<file path="src/rtl/dtpm_cache_arbiter.sv">
//------------------------------------------------------------------------------
// Module      : dtpm_cache_arbiter
// Description : Shares the single-port DTPM hash cache between a high-priority
//               fetch lookup port and a low-priority entry update port.
//               Each lookup is issued, its cache result sampled and returned
//               as a registered one-cycle pulse. Each update becomes a single
//               write strobe. A saturating counter makes sure the update port
//               cannot be starved by a steady fetch stream.
//               Optional statistics counters are built when the macro
//               DTPM_ARB_STATS_EN is defined.
// Revision    : 1.0 - initial release
//------------------------------------------------------------------------------
`default_nettype none

module dtpm_cache_arbiter #(
  parameter int INST_ADDR_WIDTH = 32,
  parameter int INDEX_WIDTH     = 7,
  parameter int STARVE_LIMIT    = 4
) (
  input  logic                               clk,
  input  logic                               reset,
  input  logic                               fetch_valid,
  input  logic [INST_ADDR_WIDTH-1:0]         fetch_addr,
  output logic                               fetch_ready,
  output logic                               lk_valid,
  output logic                               lk_start_hit,
  output logic                               lk_end_hit,
  output logic [INDEX_WIDTH-1:0]             lk_index,
  output logic [127:0]                       lk_hash,
  input  logic                               upd_valid,
  input  logic [INDEX_WIDTH-1:0]             upd_index,
  input  logic [INST_ADDR_WIDTH-1:0]         upd_start,
  input  logic [INST_ADDR_WIDTH-1:0]         upd_end,
  input  logic [127:0]                       upd_hash,
  output logic                               upd_ready,
  output logic                               cache_lkp_en,
  output logic [INST_ADDR_WIDTH-1:0]         cache_lkp_addr,
  output logic                               cache_we,
  output logic [INDEX_WIDTH-1:0]             cache_widx,
  output logic [2*INST_ADDR_WIDTH+127:0]     cache_wdata,
  input  logic                               cache_hit_start,
  input  logic                               cache_hit_end,
  input  logic [INDEX_WIDTH-1:0]             cache_rd_index,
  input  logic [127:0]                       cache_rd_hash
`ifdef DTPM_ARB_STATS_EN
  ,
  output logic [31:0]                        stat_lookups,
  output logic [31:0]                        stat_writes,
  output logic [15:0]                        stat_forced
`endif
);

  localparam int c_starve_w = $clog2(STARVE_LIMIT + 1);
  localparam logic [c_starve_w-1:0] c_starve_limit = c_starve_w'(STARVE_LIMIT);

  typedef enum logic [1:0] {
    ST_IDLE      = 2'd0,
    ST_LKP_ISSUE = 2'd1,
    ST_LKP_WAIT  = 2'd2,
    ST_WRITE     = 2'd3
  } state_t;

  state_t                  r_state;
  state_t                  w_state_next;
  logic [c_starve_w-1:0]   r_starve_cnt;
  logic                    w_at_limit;
  logic                    w_fetch_grant;
  logic                    w_upd_grant;

  assign w_at_limit = (r_starve_cnt == c_starve_limit);

  // State register; reset drops any in-flight access back to IDLE.
  always_ff @(posedge clk) begin
    if (reset) begin
      r_state <= ST_IDLE;
    end else begin
      r_state <= w_state_next;
    end
  end

  // Next state and handshakes; only IDLE offers ready, and only to the winner.
  always_comb begin
    w_state_next  = r_state;
    fetch_ready   = 1'b0;
    upd_ready     = 1'b0;
    w_fetch_grant = 1'b0;
    w_upd_grant   = 1'b0;
    case (r_state)
      ST_IDLE: begin
        fetch_ready   = ~(upd_valid & w_at_limit);
        upd_ready     = ~fetch_valid | w_at_limit;
        w_fetch_grant = fetch_valid & ~(upd_valid & w_at_limit);
        w_upd_grant   = upd_valid & (~fetch_valid | w_at_limit);
        if (w_fetch_grant) begin
          w_state_next = ST_LKP_ISSUE;
        end else if (w_upd_grant) begin
          w_state_next = ST_WRITE;
        end
      end
      ST_LKP_ISSUE: w_state_next = ST_LKP_WAIT;
      ST_LKP_WAIT:  w_state_next = ST_IDLE;
      ST_WRITE:     w_state_next = ST_IDLE;
      default:      w_state_next = ST_IDLE;
    endcase
  end

  // Starvation counter: counts fetch wins while an update waits, saturating.
  always_ff @(posedge clk) begin
    if (reset) begin
      r_starve_cnt <= '0;
    end else if (!upd_valid || w_upd_grant) begin
      r_starve_cnt <= '0;
    end else if (w_fetch_grant && !w_at_limit) begin
      r_starve_cnt <= r_starve_cnt + 1'b1;
    end
  end

  // Cache-side strobes; request fields are captured only on the grant cycle.
  always_ff @(posedge clk) begin
    if (reset) begin
      cache_lkp_en   <= 1'b0;
      cache_lkp_addr <= '0;
      cache_we       <= 1'b0;
      cache_widx     <= '0;
      cache_wdata    <= '0;
    end else begin
      cache_lkp_en <= w_fetch_grant;
      cache_we     <= w_upd_grant;
      if (w_fetch_grant) begin
        cache_lkp_addr <= fetch_addr;
      end
      if (w_upd_grant) begin
        cache_widx  <= upd_index;
        cache_wdata <= {upd_start, upd_end, upd_hash};
      end
    end
  end

  // Lookup result capture; index/hash describe the end entry and read 0 without an end hit.
  always_ff @(posedge clk) begin
    if (reset) begin
      lk_valid     <= 1'b0;
      lk_start_hit <= 1'b0;
      lk_end_hit   <= 1'b0;
      lk_index     <= '0;
      lk_hash      <= '0;
    end else begin
      lk_valid <= (r_state == ST_LKP_WAIT);
      if (r_state == ST_LKP_WAIT) begin
        lk_start_hit <= cache_hit_start;
        lk_end_hit   <= cache_hit_end;
        lk_index     <= cache_hit_end ? cache_rd_index : '0;
        lk_hash      <= cache_hit_end ? cache_rd_hash  : '0;
      end
    end
  end

`ifdef DTPM_ARB_STATS_EN
  // Access statistics, counted at accept and wrapping naturally.
  always_ff @(posedge clk) begin
    if (reset) begin
      stat_lookups <= '0;
      stat_writes  <= '0;
      stat_forced  <= '0;
    end else begin
      if (w_fetch_grant) begin
        stat_lookups <= stat_lookups + 32'd1;
      end
      if (w_upd_grant) begin
        stat_writes <= stat_writes + 32'd1;
      end
      if (w_upd_grant && w_at_limit && fetch_valid) begin
        stat_forced <= stat_forced + 16'd1;
      end
    end
  end
`endif

endmodule

`default_nettype wire

</file>
<file path="config.mk">
export PLATFORM = sky130hd
export DESIGN_NAME = dtpm_cache_arbiter
export DESIGN_NICKNAME = d
export VERILOG_FILES = /design/src/rtl/dtpm_cache_arbiter.sv
export SDC_FILE = /design/constraint.sdc
export NUM_CORES = 1
export LEC_CHECK = 0
export ABC_CLOCK_PERIOD_IN_PS = 2200
export CAP_MARGIN = 10
export CORE_AREA = 3 3 292 294
export CTS_BUF_LIST = sky130_fd_sc_hd__clkbuf_8 sky130_fd_sc_hd__clkbuf_16
export DETAILED_ROUTE_END_ITERATION = 6
export DIE_AREA = 0 0 295 297
export SYNTH_ARGS = -nofsm -noshare
export SYNTH_HDL_FRONTEND = slang
export SYNTH_SLANG_ARGS = --single-unit
export TNS_END_PERCENT = 20
</file>
<file path="constraint.sdc">
create_clock -name clk -period 2.2 [get_ports clk]
set_input_delay 0.33 -clock clk [delete_from_list [all_inputs] [get_ports clk]]
set_output_delay 0.33 -clock clk [all_outputs]
set_load 0.01 [all_outputs]
</file>
==> reports/summary.txt, run 1 <==
worst slew pin tran = 0.4965 ns
RSZ-0062 raised after global routing = no
Longest Clk Path Bufs = 3
post-CTS setup repair buffer count = 0
YS warnings = 0
remaining antenna violation count = 0
DP HPWL = 41580 um
max-slew violation count = 0
critical path depth = 5
Req. time, crit path = 1.87 ns
nets = 2729
Hold Path Cell Cnt = 3
first-pass GRT wire length = 83910 um
post-synthesis sequential area ratio = 0.4782
clk slew on worst S/H paths = 0.06 ns
largest net degree at the start of global routing = 118
Via density = 3.953
Synth Cell Area = 15740 um2
initial antenna violation count = 1
Setup CP Type = flip-flop to output port
VDD IR max = 0.5341 mV
commonest non-fill, non-tap cells in the layout = clkdlybuf4s50_1 (740), nand2b_1 (463), dfxtp_1 (376)
number of global-route vias before repair = 13770
Worst Clk Skew = 0.01339 ns
WL final = 56400 um
commonest non-fill, non-tap cell in the layout = clkdlybuf4s50_1
Die Y = 297 um
Syn Inst Count = 1652
Max Cap Viol = 0
leakage power = 0.008978 uW
final period utilization = 0.9324
Worst Hold Margin = 0.2178 ns
layout cell share with drive strength beyond 1 = 0.05362
minimum clock period = 2.051 ns
Post-Synthesis Mean Instance Area = 9.529 um2
# IOs = 745
drt initial violations = 422
peak per-stage delay on the critical path = 0.35 ns
HP Class = input pin to flip-flop
total track usage = 0.1213
DRC viols = 0
drt pass-1 iters = 4
Layout area overhead = 64.06%
setup TNS after final layout = 0 ns
status = finished clean
Startpoint Class = flip-flop
DR vias = 13710
H-tree lvl count = 2
final hold violations = 0
CP max stage cell = dfxtp_1
clock root buffer = clkbuf_16
Final setup viols = 0
clk sinks = 376
Starting Density = 0.1893
Die ar. = 87620 um2
Rows = 106
Seq cells post-synth = 376
Die X-Extent = 295 um
count of input and output buffers = 744
Netlist cell types = 27
Core Footprint = 83160 um2
routability cong. = 0.7870
crit-path max FO = 4
max_slew headroom = 0.6690
CP bufs+invs = 2
top achievable clock speed = 487.5 MHz
TritonCTS Buffers = 46
post-DR wirelength/cell = 16.26 um
Worst Path Arrival = 1.72 ns
delay-heaviest family, CP = flip-flops
CTS tree = built
grt ovf = 0
worst-path cell chain = inv_1, ha_1, a21boi_2, nor2_2, clkdlybuf4s15_2
Power Density = 693.3 nW/um2
Net Count, Synth = 2026
Clock Latency Late Sink = 0.56 ns
worst-case reg-to-reg path depth = 7
CP endpoint kind = output port
[final cells by class]
class | count | area (um2)
Fill cell | 8607 | 57330
Sequential cell | 376 | 7527
Inverter | 2 | 7.507
Antenna cell | 1 | 2.502
Clock buffer | 58 | 1350
Multi-Input combinational cell | 1135 | 7303
Timing Repair Buffer | 794 | 8084
Clock inverter | 22 | 198.9
Tap cell | 1080 | 1351
[per-stage QoR]
step           setup slack (ns)  total power [uW]  utilization  std cells  instance area, um2
2_1_floorplan            0.5981              8650            -       1652               15740
4_1_cts                0.003308             18260       0.3106       3467               25830
3_3_place_gp            0.01242             10280       0.2919       3387               24270
6_report                 0.1487             17900       0.3106       3468               25820
3_5_place_dp           0.004412             10290       0.2919       3387               24270
5_1_grt                 0.02023             18690       0.3106       3468               25820
[tightest hold or removal path: stages]
cell,delay [ns]
buf_4,0.22
nand3_1,0.11
a21oi_1,0.06
[metal layers]
layer / global-route usage / up-vias / routed length (um)
met5: 0 / - / 0
met4: 0.03814 / 0 / 1579
met3: 0.04338 / 85 / 5130
met2: 0.2083 / 485 / 26680
met1: 0.1401 / 6318 / 23010
li1: - / 6821 / -
[sequential cells by signal, summed over array words and instances (netlist names)]
name and cells:
lk_valid 1, lk_index 7, r_state 2, cache_lkp_en 1, r_starve_cnt 3, cache_widx 7
lk_hash 128, lk_start_hit 1, cache_lkp_addr 32, cache_we 1, lk_end_hit 1, cache_wdata 192
[final timing paths]
kind | start | to | slack (ns)
max | r_starve_cnt[0] | upd_ready | 0.15
min | cache_hit_end | lk_hash[9] | 0.22
max reg2reg | r_starve_cnt[0] | cache_wdata[130] | 0.45
min reg2reg | lk_hash[25] | lk_hash[25] | 0.45
[logic make-up after synthesis]
| group | count (synthesis) | synth area share |
|---|---|---|
| and+or+nand+nor | 758 | 0.2678 |
| buffers and inverters | 141 | 0.05930 |
| DFF | 376 | 0.4782 |
| adders and majority gates | 2 | 0.001589 |
| muxes | 231 | 0.1469 |
| AOI/OAI and AO/OA | 144 | 0.04626 |
[power breakdown]
part | switching, uW | internal, uW
combinational | 1150 | 1650
sequential | 177 | 7130
clock | 3050 | 4750
[repair_timing]
| item | 4_1_cts | 5_1_grt |
|---|---|---|
| resized for setup | 7 | 2 |
| setup endpoints to repair | 2 | 1 |
| hold buffers | 0 | 0 |
| pin swaps | 0 | 0 |
[Yosys cell counts, drive strengths merged]
master | n | area share
nand4b | 1 | 0.00056
and3 | 2 | 0.0011
or2 | 1 | 0.00040
nand3 | 138 | 0.044
nor3 | 2 | 0.00064
buf | 54 | 0.039
clkbuf | 85 | 0.020
mux2i | 231 | 0.15
a21boi | 1 | 0.00048
and2 | 1 | 0.00040
a21oi | 141 | 0.045
nand2 | 141 | 0.034
nand2b | 464 | 0.18
o21ai | 1 | 0.00032
nor2b | 3 | 0.0012
nor2 | 4 | 0.0011
nor3b | 1 | 0.00048
a21bo | 1 | 0.00064
inv | 2 | 0.00048
ha | 2 | 0.0016
dfxtp | 376 | 0.48
Note: power is estimated with default switching activity, not from simulation.
==> run 2, diff against run 1 <==
- PLACE_DENSITY_LB_ADDON: default -> 0.15
==> reports/summary.txt, run 2 (synthesis results as in run 1) <==
DR vias = 13830 (+0.87%)
CTS tree = built
layout cell share with drive strength beyond 1 = 0.05623 (+0.002603)
drt initial violations = 493 (+17%)
number of global-route vias before repair = 14230 (+3.4%)
clock root buffer = clkbuf_16
Max Cap Viol = 0 (unchanged)
status = finished clean
top achievable clock speed = 487.3 MHz (about the same)
routability cong. = 0.7600 (-3.4%)
Hold Path Cell Cnt = 3 (unchanged)
largest net degree at the start of global routing = 90 (-24%)
final period utilization = 0.9327 (about the same)
crit-path max FO = 5 (+1)
# IOs = 745 (unchanged)
clk sinks = 376 (unchanged)
switching portion of total power = 0.2503 (+0.005848)
Clock Latency Late Sink = 0.56 ns (about the same)
Core Footprint = 83160 um2 (unchanged)
nets = 2735 (+0.22%)
minimum clock period = 2.052 ns (+0.0007020 ns)
Logic pwr share = 0.158 (+0.002)
Setup CP Type = flip-flop to output port
Longest Clk Path Bufs = 3 (unchanged)
Finished Layout Cells = 3485 (+0.49%)
Power Density = 690.6 nW/um2 (-0.39%)
dpl cell area = 24270 um2 (about the same)
Die Y = 297 um (unchanged)
met1 Usage GRT = 0.1365 (-0.003655)
Rows = 106 (unchanged)
Final setup viols = 0 (unchanged)
Req. time, crit path = 1.87 ns (about the same)
grt ovf = 0 (unchanged)
DP HPWL = 46390 um (+12%)
TritonCTS Buffers = 49 (+6.5%)
max_slew headroom = 0.6664 (-0.002616)
hold path start = cache_hit_end
count of input and output buffers = 744 (unchanged)
clock power share = 0.433 (-0.003)
first-pass GRT wire length = 90510 um (+7.9%)
worst slew pin tran = 0.5004 ns (+0.003923 ns)
setup TNS after final layout = 0 ns (unchanged)
Psw = 4470 uW (+2.1%)
remaining antenna violation count = 0 (unchanged)
M2 GR Usage = 0.2441 (+0.03583)
Util after Layout = 0.3110 (+0.0004070)
Worst Path Arrival = 1.72 ns (about the same)
drt pass-1 iters = 5 (+1)
WL final = 61660 um (+9.3%)
clk slew on worst S/H paths = 0.06 ns (about the same)
Die X-Extent = 295 um (unchanged)
Largest regs = cache_wdata x192, lk_hash x128, cache_lkp_addr x32
total track usage = 0.1336 (+0.01230)
commonest non-fill, non-tap cells in the layout = clkdlybuf4s50_1 (740), nand2b_1 (463), dfxtp_1 (376)
Via density = 3.968 (+0.38%)
Critical path origin = r_state[1]
VDD IR max = 0.4038 mV (-24%)
Worst Clk Skew = 0.009859 ns (-0.003530 ns)
Reg power frac = 0.409 (about the same)
P_int = 13390 uW (-1.0%)
placed cell count = 3390 (+0.089%)
R2R Path Start = r_starve_cnt[0]
Startpoint Class = flip-flop
post-DR wirelength/cell = 17.69 um (+8.8%)
final hold violations = 0 (unchanged)
Worst Hold Margin = 0.2284 ns (+0.01060 ns)
leakage power = 0.009033 uW (+0.61%)
initial antenna violation count = 11 (+10)
layer carrying the most global-route usage = met2
Starting Density = 0.1893 (unchanged)
Layout area overhead = 64.27%
Final Instance Area = 25860 um2 (+0.13%)
worst-case reg-to-reg path depth = 7 (unchanged)
RSZ-0062 raised after global routing = no
CP endpoint kind = output port
max reg flops = 192 (unchanged)
max-slew violation count = 0 (unchanged)
met3 usage = 0.06018 (+0.01680)
H-tree lvl count = 2 (unchanged)
HP Class = input pin to flip-flop
Die ar. = 87620 um2 (unchanged)
Top reg by flops = cache_wdata
commonest non-fill, non-tap cell in the layout = clkdlybuf4s50_1
DRC viols = 0 (unchanged)
## run 2: changes by cell type in the layout (fill, tap and decap cells not counted), moves of 2 or more
cell and delta:
inv_1 +6, clkbuf_16 +2, buf_4 +5, inv_6 +2
buf_12 -2, diode_2 +3, bufinv_16 -4, clkbuf_8 +4
## run 2: final cells by class
cell class	count	area [um2]
Clock inverter	27	125.1
Antenna cell	4	10.01
Clock buffer	64	1455
Multi-Input combinational cell	1135	7303
Sequential cell	376	7527
Fill cell	8568	57300
Timing Repair Buffer	797	8079
Inverter	2	7.507
Tap cell	1080	1351
## run 2: power by group through the flow
stage / Sequential (uW) / Combinational, uW / Clock (uW)
global placement: 7440 / 2850 / 0
floorplan: 7570 / 1080 / 0
CTS: 7310 / 2880 / 8130
detailed placement: 7450 / 2870 / 0
global route: 7340 / 3030 / 8350
finish: 7300 / 2820 / 7740
## run 2: what timing repair did
item	CTS	global route
pin swaps	1	0
resized for setup	3	4
hold buffers	0	0
endpoints found under the setup margin	2	2
setup buffers	0	0
## run 2: per-stage QoR
stage                     power (uW)  setup slack (ns)
after floorplan                 8650            0.5981
after global placement         10290           0.09346
after detailed placement       10320           0.06705
after CTS                      18310         -0.001626
after global routing           18720           0.01530
final                          17860            0.1480
## run 2: path summary, 6_finish.rpt
path / slack [ns] / end
hold reg to reg: 0.45 / lk_hash[41]
hold / removal: 0.23 / lk_hash[91]
setup / recovery: 0.15 / upd_ready
setup reg to reg: 0.40 / cache_wdata[177]
## run 2: layer usage
metal	routed length, um	up-vias	part of all wire
met5	103	-	0.0017
met4	1473	14	0.024
met3	6452	90	0.10
met2	31000	476	0.50
met1	22630	6395	0.37
li1	-	6853	-
## run 2: critical path: stages (launching register included)
cell,delay (ns)
dfxtp_1,0.36
or2_2,0.37
nor2_1,0.11
dlygate4sd2_1,0.31
